--- src/rtl/circ_fifo.sv ---
// Synchronous circular-buffer FIFO with first-word-fall-through output,
// fill-level and watermark flags, sticky overflow/underflow and synchronous flush.
module circ_fifo #(
  parameter int DATA_WIDTH = 8,
  parameter int DEPTH      = 8,
  parameter int AF_THRESH  = DEPTH - 1,
  parameter int AE_THRESH  = 1
) (
  input  logic                     clk,
  input  logic                     reset,
  input  logic                     clear_i,
  input  logic [DATA_WIDTH-1:0]    data_i,
  input  logic                     push_i,
  input  logic                     pop_i,
  output logic [DATA_WIDTH-1:0]    data_o,
  output logic                     full_o,
  output logic                     empty_o,
  output logic                     almost_full_o,
  output logic                     almost_empty_o,
  output logic [$clog2(DEPTH):0]   count_o,
  output logic                     overflow_o,
  output logic                     underflow_o
);

  localparam int PW = $clog2(DEPTH);
  localparam int CW = PW + 1;
  localparam logic [CW-1:0] FULL_C = CW'(DEPTH);
  localparam logic [CW-1:0] AF_C   = CW'(AF_THRESH);
  localparam logic [CW-1:0] AE_C   = CW'(AE_THRESH);

  if (DEPTH < 2 || (DEPTH & (DEPTH - 1)) != 0) begin : g_bad_depth
    $error("circ_fifo: DEPTH must be a power of two >= 2");
  end
  if (AF_THRESH < 1 || AF_THRESH > DEPTH) begin : g_bad_af
    $error("circ_fifo: AF_THRESH out of range 1..DEPTH");
  end
  if (AE_THRESH < 0 || AE_THRESH > DEPTH - 1) begin : g_bad_ae
    $error("circ_fifo: AE_THRESH out of range 0..DEPTH-1");
  end

  logic [DATA_WIDTH-1:0] mem_q [DEPTH];
  logic [DATA_WIDTH-1:0] mem_d [DEPTH];
  logic [PW-1:0]         rd_ptr_q, rd_ptr_d;
  logic [PW-1:0]         wr_ptr_q, wr_ptr_d;
  logic [CW-1:0]         count_q, count_d;
  logic                  overflow_q, overflow_d;
  logic                  underflow_q, underflow_d;
  logic                  pop_acc, push_acc;

  assign empty_o        = (count_q == '0);
  assign full_o         = (count_q == FULL_C);
  assign almost_full_o  = (count_q >= AF_C);
  assign almost_empty_o = (count_q <= AE_C);
  assign count_o        = count_q;
  assign overflow_o     = overflow_q;
  assign underflow_o    = underflow_q;
  assign data_o         = mem_q[rd_ptr_q];

  // A full FIFO still takes a push when the head is popped in the same cycle.
  assign pop_acc  = pop_i & ~empty_o;
  assign push_acc = push_i & (~full_o | pop_acc);

  always_comb begin
    mem_d       = mem_q;
    rd_ptr_d    = rd_ptr_q;
    wr_ptr_d    = wr_ptr_q;
    count_d     = count_q;
    overflow_d  = overflow_q;
    underflow_d = underflow_q;
    if (clear_i) begin
      rd_ptr_d    = '0;
      wr_ptr_d    = '0;
      count_d     = '0;
      overflow_d  = 1'b0;
      underflow_d = 1'b0;
    end else begin
      if (push_acc) begin
        mem_d[wr_ptr_q] = data_i;
        wr_ptr_d        = wr_ptr_q + 1'b1;
      end
      if (pop_acc) begin
        rd_ptr_d = rd_ptr_q + 1'b1;
      end
      if (push_acc && !pop_acc) begin
        count_d = count_q + 1'b1;
      end else if (pop_acc && !push_acc) begin
        count_d = count_q - 1'b1;
      end
      if (push_i && !push_acc) overflow_d = 1'b1;
      if (pop_i && !pop_acc)   underflow_d = 1'b1;
    end
  end

  always_ff @(posedge clk) begin
    if (reset) begin
      for (int unsigned i = 0; i < DEPTH; i++) begin
        mem_q[i] <= '0;
      end
      rd_ptr_q    <= '0;
      wr_ptr_q    <= '0;
      count_q     <= '0;
      overflow_q  <= 1'b0;
      underflow_q <= 1'b0;
    end else begin
      mem_q       <= mem_d;
      rd_ptr_q    <= rd_ptr_d;
      wr_ptr_q    <= wr_ptr_d;
      count_q     <= count_d;
      overflow_q  <= overflow_d;
      underflow_q <= underflow_d;
    end
  end

endmodule
--- config.mk ---
export PLATFORM = sky130hd
export DESIGN_NAME = circ_fifo
export DESIGN_NICKNAME = d
export VERILOG_FILES = /design/src/rtl/circ_fifo.sv
export SDC_FILE = /design/constraint.sdc
export NUM_CORES = 1
export LEC_CHECK = 0
export BUFFER_PORTS_ARGS = -buffer_cell sky130_fd_sc_hd__buf_2
export CORE_MARGIN = 8
export CORE_UTILIZATION = 40
export CTS_BUF_LIST = sky130_fd_sc_hd__clkbuf_2 sky130_fd_sc_hd__clkbuf_4 sky130_fd_sc_hd__clkbuf_8
export DETAILED_ROUTE_END_ITERATION = 8
export MAX_ROUTING_LAYER = met4
export RECOVER_POWER = 50
export SLEW_MARGIN = 0
export SYNTH_ARGS = -nofsm -noshare
export SYNTH_HDL_FRONTEND = slang
export SYNTH_SLANG_ARGS = --single-unit
--- constraint.sdc ---
create_clock -name clk -period 2.73 [get_ports clk]
set_input_delay 0.4095 -clock clk [delete_from_list [all_inputs] [get_ports clk]]
set_output_delay 0.4095 -clock clk [all_outputs]
set_load 0.05 [all_outputs]
==> key figures <==
Clocking
  • Post_cts resized: 0
  • Num CTS Buffers: 9
  • Hold buffers post-CTS: 0
  • Clock Path Buffers: 2
  • Worst skew pair latency: 0.34 ns
  • H-tree level count: 3
  • Clock root buffer: clkbuf_8
  • TritonCTS sink count: 76
  • Clock-pin slew on the worst setup and hold paths: 0.07 ns
  • Post-CTS Repair Setup Buffers: 0
  • CTS tree: built

Placed design
  • Final HPWL DP: 5.33 mm
  • # port buffers: 30
  • GPL Wtd Cong: 0.805

Timing
  • Hold Violations, Final: 0
  • Worst slew pin tran: 0.674 ns
  • RSZ-0062 raised after global routing: no
  • Final-report setup violation count: 0
  • Highest clock rate: 403 MHz
  • Clock skew: 0.00830 ns
  • Normalized max-slew margin: 55.0%
  • Final Cycle Share: 90.8%
  • Pins over their slew limit: 0
  • Min Tclk post-route: 2.48 ns
  • Setup TNS: 0 ns

Finish
  • Layout cells sized above 1: 17.7%
  • Final core utilization: 45.6%
  • Area growth, synth to finish: 10.6%
  • Ant. Diodes: 0
  • Nets: 381

Logic synthesis
  • Post-Syn Area: 3830 sq um
  • Distinct cells, synth: 40
  • Seq/Total Area, Yosys: 39.8%
  • Number of synthesized flops with an enable pin: 0
  • Ys flop type: dfxtp_1
  • Synth async-reset ratio: 0%
  • Post-synthesis instance total: 342
  • Syn_nets: 361
  • Post-Syn Area per Cell: 11.2 sq um
  • Yosys Warn Count: 0
  • Register bit total from synthesis: 76

Drt
  • First drt pass iteration count: 4
  • Detailed-route DRC error count: 0
  • Drt via density: 4.98
  • Initial DRC count: 54
  • Total wire length: 8.08 mm
  • Wire per inst: 16.3 microns
  • Antenna Violating Nets Remaining: 0
  • DR vias: 2,469

Power
  • Maximum vdd drop: 255 uV
  • Leakage power: 0.00194 uW
  • Pwr dens: 560 nW/um^2

Global routing
  • GR Overflow Total: 0
  • GRT met2 Usage: 19.8%
  • Largest net degree at the start of global routing: 28
  • Met3 global-route usage: 2.48%
  • First-pass GRT wire length: 13.0 mm
  • M1 GR Usage: 17.3%
  • Total track usage: 13.3%
  • Busiest grt layer: met2
  • Vias in the first global route: 2,445
  • Initial antenna violation count: 0

Worst setup path
  • Critical-path top delay cell: mux4_1
  • Maximum fanout along the worst path: 19
  • Worst Path Required: 2.32 ns
  • CP cell instances: buf_4 -> mux4_1 -> mux2_2 -> buf_2
  • Worst path max stage delay: 0.61 ns
  • Crit. End Element: output pin
  • Setup CP Type: flip-flop to output pin
  • Crit path DAT: 2.07 ns
  • Startpoint Class: flip-flop

Die
  • Initial Util: 41.2%
  • Die Wd: 114 microns
  • Core area: 9280 sq um
  • Num ports: 31
  • Rows: 35
  • Chip height: 114 microns
  • Die area: 13,000 sq um

Status
  • Status: finished clean

Worst hold path
  • Worst hold-check path type: input pin to flip-flop

Run
  • Max Cap Viol: 0
==> critical path: cells and delay by family (launching register included) <==
family	cells	cell delay [ns]
flops	1	0.31
buf+inv	2	0.51
mux	2	0.90
==> final timing paths <==
| check | start | to | slack [ns] | cells after the start |
|---|---|---|---|---|
| min reg2reg | mem_q[48] | mem_q[48] | 0.47 | 2 |
| max reg2reg | count_o[0] | count_o[3] | 0.32 | 8 |
| max | rd_ptr_q[0] | data_o[0] | 0.25 | 4 |
| min | pop_i | underflow_o | 0.37 | 3 |
==> flip-flops by register name, indices dropped and copies added, names as in the netlist <==
name	count
rd_ptr_q	3
underflow_o	1
mem_q	64
overflow_o	1
count_o	4
wr_ptr_q	3
==> metal layers <==
layer / up-vias / part of all wire, %
met4: 0 / 1.6
li1: 1250 / -
met2: 28 / 45
met5: - / 0
met3: 11 / 1.9
met1: 1180 / 51
==> stage by stage <==
step / hold WS (ns) / power (uW) / area [sq um] / cells / setup slack (ns)
detailed placement: 0.453 / 1500 / 4040 / 480 / 0.343
global placement: 0.457 / 1500 / 4040 / 480 / 0.434
CTS: 0.351 / 2410 / 4250 / 496 / 0.229
floorplan: 0.444 / 1440 / 3830 / 342 / 0.168
global route: 0.389 / 2480 / 4230 / 496 / 0.185
finish: 0.374 / 2370 / 4230 / 496 / 0.251
==> synthesized netlist by cell type (3+ instances only) <==
library cell / n / area share, %
mux4_1: 13 / 8.9
nor2_1: 8 / 0.78
o21ai_0: 5 / 0.65
mux2_2: 8 / 2.4
inv_1: 7 / 0.69
or3_1: 3 / 0.49
nand2b_1: 72 / 12
nand3_2: 3 / 0.78
a21oi_1: 10 / 1.3
nand3_1: 3 / 0.39
clkbuf_1: 7 / 0.69
nand2_1: 3 / 0.29
buf_6: 3 / 0.88
or4_1: 3 / 0.59
buf_2: 8 / 1.0
mux4_2: 3 / 1.8
buf_1: 9 / 0.88
ha_1: 6 / 2.0
mux2i_1: 66 / 17
dfxtp_1: 76 / 40
==> kinds of logic after synthesis <==
logic type | share of synthesized area (%)
DFF | 39.8
and+or+nand+nor | 19.9
adders and majority gates | 1.96
muxes | 30.7
buffers and inverters | 4.87
xor gates and xnor gates | 0.458
AOI/OAI and AO/OA | 2.35
==> cells in the final DEF (no fill, tap or decap), types with 9 or more instances in the layout <==
| master | synthesis | final |
|---|---|---|
| nand2b_1 | 72 | 72 |
| mux2i_1 | 66 | 66 |
| clkbuf_8 | 0 | 11 |
| a21oi_1 | 10 | 10 |
| buf_2 | 8 | 21 |
| dfxtp_1 | 76 | 76 |
| mux4_1 | 13 | 13 |
| clkbuf_1 | 7 | 9 |
==> where the power goes <==
| group | total (uW) | switching, uW | internal, uW | leakage [uW] |
|---|---|---|---|---|
| combinational | 326 | 215 | 110 | 0.00122 |
| clock | 900 | 407 | 493 | 0.000103 |
| sequential | 1140 | 18.0 | 1130 | 0.000614 |
==> area by class of cell <==
class	instances	area, sq um
fillers	905	5050
multi-input cells	229	2110
flip-flops and latches	76	1520
repair buffers	38	199
clock buffers	13	166
well taps	129	161
clock inverters	3	45.0
inverters	8	30.0
(Power assumes the default switching activity.)
